[config.mk]
export PLATFORM = sky130hd
export DESIGN_NAME = alu_ctrl_issue_flat
export DESIGN_NICKNAME = d
export VERILOG_FILES = /design/src/rtl/alu_ctrl_issue_if.sv /design/src/rtl/alu_ctrl_issue.sv /design/src/flat_wrapper.sv
export SDC_FILE = /design/constraint.sdc
export NUM_CORES = 1
export LEC_CHECK = 0
export CORE_AREA = 2 2 77 79
export CTS_CLUSTER_SIZE = 8
export DETAILED_ROUTE_END_ITERATION = 8
export DIE_AREA = 0 0 79 81
export GPL_ROUTABILITY_DRIVEN = 0
export PLACE_DENSITY = 0.49
export SKIP_LAST_GASP = 1
export SYNTH_ARGS = -nofsm -noshare
export SYNTH_HDL_FRONTEND = slang
export SYNTH_SLANG_ARGS = --single-unit
[constraint.sdc]
create_clock -name clk -period 2.3 [get_ports clk]
set_input_delay 0.69 -clock clk [delete_from_list [all_inputs] [get_ports clk]]
set_output_delay 0.69 -clock clk [all_outputs]
set_load 0.05 [all_outputs]
[src/rtl/alu_ctrl_issue_if.sv]
// ---------------------------------------------------------------------------
// alu_ctrl_issue_if
// Bundles the decode-side and execute-side handshakes of alu_ctrl_issue.
//
// Decode side : in_valid, in_ready, op_type[1:0], funct3[2:0], funct7_b5
// Execute side: out_valid, out_ready, alu_op[3:0], br_cond[2:0], illegal
// Status      : illegal_cnt[CNT_W-1:0]
//
// Modports:
//   master - the environment (drives decode fields and out_ready)
//   slave  - the ALU control issue block
// ---------------------------------------------------------------------------
interface alu_ctrl_issue_if #(
   parameter int CNT_W = 8
);
   logic             in_valid;
   logic             in_ready;
   logic [1:0]       op_type;
   logic [2:0]       funct3;
   logic             funct7_b5;
   logic             out_valid;
   logic             out_ready;
   logic [3:0]       alu_op;
   logic [2:0]       br_cond;
   logic             illegal;
   logic [CNT_W-1:0] illegal_cnt;

   modport master (
      output in_valid, op_type, funct3, funct7_b5, out_ready,
      input  in_ready, out_valid, alu_op, br_cond, illegal, illegal_cnt
   );

   modport slave (
      input  in_valid, op_type, funct3, funct7_b5, out_ready,
      output in_ready, out_valid, alu_op, br_cond, illegal, illegal_cnt
   );
endinterface

[src/rtl/alu_ctrl_issue.sv]
// ---------------------------------------------------------------------------
// alu_ctrl_issue
// Encodes decoded instruction fields into the 4-bit ALUOp, a branch-condition
// select and an illegal flag, delivered through a registered output stage
// backed by a one-entry skid buffer so one word per cycle is sustained.
//
// Ports:
//   clk      - clock, rising edge
//   reset_n  - asynchronous active-low reset
//   bus      - alu_ctrl_issue_if.slave
//              in_valid/in_ready + op_type, funct3, funct7_b5 (decode side)
//              out_valid/out_ready + alu_op, br_cond, illegal (execute side)
//              illegal_cnt: saturating count of accepted illegal words
// ---------------------------------------------------------------------------
module alu_ctrl_issue #(
   parameter int CNT_W = 8
) (
   input logic             clk,
   input logic             reset_n,
   alu_ctrl_issue_if.slave bus
);

   localparam logic [3:0] ALU_AND = 4'b0000;
   localparam logic [3:0] ALU_OR  = 4'b0001;
   localparam logic [3:0] ALU_ADD = 4'b0010;
   localparam logic [3:0] ALU_SUB = 4'b0110;
   localparam logic [3:0] ALU_NOR = 4'b1100;
   localparam logic [3:0] ALU_SLL = 4'b0111;

   localparam logic [2:0] BR_NONE = 3'b000;
   localparam logic [2:0] BR_EQ   = 3'b001;
   localparam logic [2:0] BR_NE   = 3'b010;
   localparam logic [2:0] BR_GTU  = 3'b011;
   localparam logic [2:0] BR_LEU  = 3'b100;

   typedef struct packed {
      logic [3:0] alu_op;
      logic [2:0] br_cond;
      logic       illegal;
   } word_t;

   localparam word_t RESET_WORD = '{alu_op: ALU_ADD, br_cond: BR_NONE, illegal: 1'b0};

   // EMPTY: nothing held; OUT: output register full; FULL: output + skid full
   typedef enum logic [1:0] {
      ST_EMPTY,
      ST_OUT,
      ST_FULL
   } state_t;

   state_t           state_q, state_d;
   word_t            out_q, out_d;
   word_t            skid_q, skid_d;
   word_t            dec_word;
   logic             in_ready_q;
   logic [CNT_W-1:0] cnt_q, cnt_d;
   logic             accept;
   logic             drain;

   assign accept = bus.in_valid & in_ready_q;
   assign drain  = (state_q != ST_EMPTY) & bus.out_ready;

   // Field decode; an unsupported combination collapses to ADD/none/illegal.
   always_comb begin
      dec_word = '{alu_op: ALU_ADD, br_cond: BR_NONE, illegal: 1'b0};
      case (bus.op_type)
         2'b00: begin
            dec_word.alu_op = ALU_ADD;
         end
         2'b01: begin
            dec_word.alu_op = ALU_SUB;
            case (bus.funct3)
               3'b000:  dec_word.br_cond = BR_EQ;
               3'b001:  dec_word.br_cond = BR_NE;
               3'b100:  dec_word.br_cond = BR_GTU;
               3'b101:  dec_word.br_cond = BR_LEU;
               default: dec_word.illegal = 1'b1;
            endcase
         end
         2'b10: begin
            case ({bus.funct3, bus.funct7_b5})
               4'b000_0: dec_word.alu_op = ALU_ADD;
               4'b000_1: dec_word.alu_op = ALU_SUB;
               4'b111_0: dec_word.alu_op = ALU_AND;
               4'b110_0: dec_word.alu_op = ALU_OR;
               4'b001_0: dec_word.alu_op = ALU_SLL;
               4'b100_1: dec_word.alu_op = ALU_NOR;
               default:  dec_word.illegal = 1'b1;
            endcase
         end
         default: begin
            case (bus.funct3)
               3'b000:  dec_word.alu_op = ALU_ADD;
               3'b111:  dec_word.alu_op = ALU_AND;
               3'b110:  dec_word.alu_op = ALU_OR;
               3'b001: begin
                  if (bus.funct7_b5) dec_word.illegal = 1'b1;
                  else               dec_word.alu_op  = ALU_SLL;
               end
               default: dec_word.illegal = 1'b1;
            endcase
         end
      endcase
      if (dec_word.illegal) begin
         dec_word.alu_op  = ALU_ADD;
         dec_word.br_cond = BR_NONE;
      end
   end

   // Occupancy FSM: decides where an accepted word lands and when the skid
   // word is promoted. FULL never accepts because in_ready is low there.
   always_comb begin
      state_d = state_q;
      out_d   = out_q;
      skid_d  = skid_q;
      case (state_q)
         ST_EMPTY: begin
            if (accept) begin
               out_d   = dec_word;
               state_d = ST_OUT;
            end
         end
         ST_OUT: begin
            if (accept && drain) begin
               out_d = dec_word;
            end else if (accept) begin
               skid_d  = dec_word;
               state_d = ST_FULL;
            end else if (drain) begin
               state_d = ST_EMPTY;
            end
         end
         ST_FULL: begin
            if (drain) begin
               out_d   = skid_q;
               state_d = ST_OUT;
            end
         end
         default: begin
            state_d = ST_EMPTY;
         end
      endcase
   end

   // Illegal words are counted when accepted, saturating at all-ones.
   always_comb begin
      cnt_d = cnt_q;
      if (accept && dec_word.illegal && (cnt_q != '1)) begin
         cnt_d = cnt_q + CNT_W'(1);
      end
   end

   // State registers; in_ready is registered from the next occupancy so it
   // never depends combinationally on out_ready.
   always_ff @(posedge clk or negedge reset_n) begin
      if (!reset_n) begin
         state_q    <= ST_EMPTY;
         out_q      <= RESET_WORD;
         skid_q     <= RESET_WORD;
         in_ready_q <= 1'b1;
         cnt_q      <= '0;
      end else begin
         state_q    <= state_d;
         out_q      <= out_d;
         skid_q     <= skid_d;
         in_ready_q <= (state_d != ST_FULL);
         cnt_q      <= cnt_d;
      end
   end

   assign bus.in_ready    = in_ready_q;
   assign bus.out_valid   = (state_q != ST_EMPTY);
   assign bus.alu_op      = out_q.alu_op;
   assign bus.br_cond     = out_q.br_cond;
   assign bus.illegal     = out_q.illegal;
   assign bus.illegal_cnt = cnt_q;

endmodule

[src/flat_wrapper.sv]
// flat-port wrapper written by rule: the top's interface ports become plain ports
module alu_ctrl_issue_flat 
#(
   parameter int CNT_W = 8
)
  (clk, reset_n, bus_in_valid, bus_op_type, bus_funct3, bus_funct7_b5, bus_out_ready, bus_in_ready, bus_out_valid, bus_alu_op, bus_br_cond, bus_illegal, bus_illegal_cnt);
  alu_ctrl_issue_if #(.CNT_W(CNT_W)) bus_i ();
  input logic clk;
  input logic reset_n;
  input wire logic [$bits(bus_i.in_valid)-1:0] bus_in_valid;
  input wire logic [$bits(bus_i.op_type)-1:0] bus_op_type;
  input wire logic [$bits(bus_i.funct3)-1:0] bus_funct3;
  input wire logic [$bits(bus_i.funct7_b5)-1:0] bus_funct7_b5;
  input wire logic [$bits(bus_i.out_ready)-1:0] bus_out_ready;
  output wire logic [$bits(bus_i.in_ready)-1:0] bus_in_ready;
  output wire logic [$bits(bus_i.out_valid)-1:0] bus_out_valid;
  output wire logic [$bits(bus_i.alu_op)-1:0] bus_alu_op;
  output wire logic [$bits(bus_i.br_cond)-1:0] bus_br_cond;
  output wire logic [$bits(bus_i.illegal)-1:0] bus_illegal;
  output wire logic [$bits(bus_i.illegal_cnt)-1:0] bus_illegal_cnt;
  assign bus_i.in_valid = bus_in_valid;
  assign bus_i.op_type = bus_op_type;
  assign bus_i.funct3 = bus_funct3;
  assign bus_i.funct7_b5 = bus_funct7_b5;
  assign bus_i.out_ready = bus_out_ready;
  assign bus_in_ready = bus_i.in_ready;
  assign bus_out_valid = bus_i.out_valid;
  assign bus_alu_op = bus_i.alu_op;
  assign bus_br_cond = bus_i.br_cond;
  assign bus_illegal = bus_i.illegal;
  assign bus_illegal_cnt = bus_i.illegal_cnt;
  alu_ctrl_issue #(.CNT_W(CNT_W)) u_core (.clk(clk), .reset_n(reset_n), .bus(bus_i));
endmodule
==> flow_summary.json <==
{
  "status": "complete, no violations",
  "clk_latency_ns": 0.27,
  "synth_xor_area_share_pct": 4.33,
  "rsz0062_at_grt": "false",
  "syn_avg_cell_area_sq_um": 10.8,
  "cts-buffers-inserted": 3,
  "p_sw_uw": 843,
  "path_delay_family": "buffers and inverters",
  "die_area_sq_um": 6400,
  "top_level_ports": 28,
  "clk_pin_slew_ns": 0.09,
  "synth_edf_count": 0,
  "cp_num_cells": 1,
  "end_kind": "primary output",
  "start_util_pct": 28.5,
  "first_iter_violations": 50,
  "finalCriticalPeriod_ns": 2.23,
  "reg2reg_depth": 5,
  "core_sq_um": 5680,
  "cp.required_ns": 1.61,
  "power.density_nw_per_um2": 844,
  "max_cap_viol_count": 0,
  "final_hold_viol_count": 0,
  "synth_compound_area_share_pct": 15.3,
  "grt-ovfl-total": 0,
  "sw_frac_of_total_pct": 42.9,
  "fin_crit_sh_pct": 96.9,
  "fp.dieW_microns": 79,
  "io_buffer_count": 27,
  "whs_path_depth": 2,
  "path_cells": "clkdlybuf4s50_1",
  "synthMuxAreaShare_pct": 11.8,
  "ys.warnings.count": 0,
  "crit_fanout": 6,
  "grt_pass1_wl_microns": 6180,
  "critical_path_class": "flip-flop to primary output",
  "nets": 227,
  "fin_skew_ns": 0.00511,
  "ys.flop_type": "dfrtp_1",
  "synth-simple-area-share_pct": 17.3,
  "drive_gt1_share_pct": 33.8,
  "dpl_worst_slack_ns": -0.468,
  "area_delta_synth_final_pct": 44.1,
  "syn_inst": 150,
  "multiInputGateArea_sq_um": 935,
  "seq_area_sq_um": 679,
  "yosys.area_share.adder_pct": 4.64,
  "grt_pass1_vias": 1386,
  "vias": 1324,
  "htree_levels": 1,
  "root_buffer": "clkbuf_8",
  "slowest_stage": "clkdlybuf4s50_1",
  "yosysUniqueCellTypes": 45,
  "clockBufferDepth": 2,
  "synth_top_family_by_area": "simple AND/OR/NAND/NOR gates",
  "startpoint_type": "flip-flop",
  "syn_area_sq_um": 1620,
  "avgViaCountPerCell": 4.65,
  "ant_nets": 0,
  "combinationalPowerShare_pct": 49.9,
  "cp.arrival_ns": 1.54,
  "ys_ff_latch": 27,
  "final_area_sq_um": 2330,
  "cpPeakStageDelay_ns": 0.83,
  "cts_tree": "yes",
  "dp.final_hpwl_microns": 2710,
  "rows": 28,
  "placed_cell_area_sq_um": 2170,
  "p_leak_uw": 0.00104,
  "dr.pass1.iters": 4,
  "seqPwrFrac_pct": 36.3,
  "grt_use_total_pct": 12.1,
  "wl_microns": 3650,
  "worst_slack_ns": 0.0714,
  "setup_viol": 0,
  "clock_sinks": 27,
  "reg2reg_slack_ns": 0.72,
  "die_h_microns": 81,
  "power_uw": 1970,
  "grt_max_degree": 28,
  "fillers": 564,
  "fmax_ghz": 0.449,
  "p_clk_share_pct": 13.8,
  "antenna_found_initial": 0,
  "async_flop_share_pct": 100,
  "tightest_slew_ns": 0.501,
  "drcViolationCount": 0,
  "p_int_uw": 1120,
  "irDropWorstVdd_v": 0.000533,
  "report.final.slew_viol_count": 0,
  "relSlewSlack_pct": 66.5,
  "avgRoutedWirePerCell_microns": 12.8,
  "diodes": 0,
  "path_buf_inv": 1,
  "synth_nets": 166,
  "hold_class": "flip-flop to flip-flop",
  "ys_seq_area_share_pct": 42.0
}
-- power groups by stage --
| stage | clock network, uW | registers [uW] | logic (uW) |
|---|---|---|---|
| 2_1_floorplan | 0 | 967 | 373 |
| 3_3_place_gp | 0 | 715 | 940 |
| 3_5_place_dp | 0 | 723 | 959 |
| 4_1_cts | 281 | 715 | 977 |
| 5_1_grt | 297 | 731 | 1050 |
| 6_report | 271 | 714 | 981 |
-- cells in the mapped netlist, types with 2 or more instances --
cell type	n	share of area (%)
ha_1	6	4.6
o21ai_1	5	1.5
buf_2	3	0.93
nor4_1	3	1.2
nand2b_1	2	0.77
buf_6	2	1.4
and3_1	4	1.5
nor2_2	2	0.77
mux2i_1	7	4.3
a21oi_1	7	2.2
nor3_1	3	0.93
nor2_1	7	1.6
inv_1	9	2.1
dfstp_2	3	4.9
nand2_1	11	2.6
o21ai_0	3	0.93
xnor2_1	8	4.3
dfrtp_1	24	37
nand3_1	5	1.5
mux2_4	8	7.4
nand4_1	2	0.77
nor2b_1	3	1.2
-- routing by layer --
| layer | GRT usage, % | up-vias | wire, microns |
|---|---|---|---|
| li1 | - | 663 | - |
| met1 | 14.8 | 625 | 1680 |
| met2 | 22.1 | 30 | 1790 |
| met3 | 1.00 | 6 | 111 |
| met4 | 4.48 | 0 | 61 |
| met5 | 0 | - | 0 |
-- repair_timing --
item / CTS / global route
hold buffers: 0 / 0
setup buffers: 4 / 0
pin swaps: 4 / 0
resized for setup: 11 / 6
cloned: 0 / 0
endpoints found under the setup margin: 14 / 3
-- cell type report --
type                            instances  area share, %
Inverter                               10           1.72
Clock buffer                            4           1.93
Tap cell                               75           4.03
Timing Repair Buffer                   61           23.1
Multi-Input combinational cell        108           40.1
Sequential cell                        27           29.1
-- kinds of logic after synthesis --
kind of cell,Yosys count
AO/OA/AOI/OAI,30
XOR/XNOR,8
adder cells (fa/ha/maj),6
buffers and inverters,15
flip-flops,27
multiplexers,15
AND/OR/NAND/NOR,49
-- state kept, by name, indices dropped and copies added, names as in the netlist --
signal                  flops
u_core.bus.alu_op           4
u_core.bus.illegal          1
u_core.skid_q               8
u_core.bus.br_cond          3
u_core.state_q              2
u_core.bus.in_ready         1
u_core.bus.illegal_cnt      8
-- layout by cell type, fill, tap and decap left out, types with 3 or more instances in the layout --
cell	netlist	final
inv_1	9	7
nand3_1	5	5
dfrtp_1	24	24
o21ai_1	5	5
clkdlybuf4s50_1	0	21
buf_4	0	34
nor2b_1	3	3
and3_1	4	4
mux2i_1	7	7
nor3_1	3	3
clkbuf_8	0	3
mux2_4	8	8
nor4_1	3	3
nor2_1	7	7
a21oi_1	7	7
ha_1	6	3
dfstp_2	3	3
o21ai_0	3	3
ha_4	0	3
xnor2_1	8	8
nand2_1	11	11
-- worst reg2reg max path, cell delays in order (launching register included) --
cell	delay, ns
dfrtp_1	0.43
nor2b_1	0.22
nor3_1	0.11
a31oi_4	0.42
nor3_1	0.09
a221oi_1	0.22
-- worst paths after layout --
check	end	startpoint
min in group asynchronous	u_core.bus.illegal_cnt[5]	reset_n
max in group asynchronous	u_core.bus.alu_op[1]	reset_n
hold / removal	u_core.bus.br_cond[0]	u_core.bus.br_cond[0]
setup reg to reg	u_core.bus.alu_op[1]	u_core.state_q[0]
hold reg to reg	u_core.bus.br_cond[0]	u_core.bus.br_cond[0]
setup / recovery	bus_illegal_cnt[1]	u_core.bus.illegal_cnt[1]
-- per-stage QoR --
step           instances  hold slack, ns  setup TNS (ns)  util, %
6_report             285           0.492               0     41.1
5_1_grt              285           0.534               0     41.1
4_1_cts              285           0.496               0     40.5
3_5_place_dp         277           0.479           -7.09     38.3
3_3_place_gp         277           0.470           -6.03     38.3
2_1_floorplan        150           0.394               0        -
(Power assumes the default switching activity.)
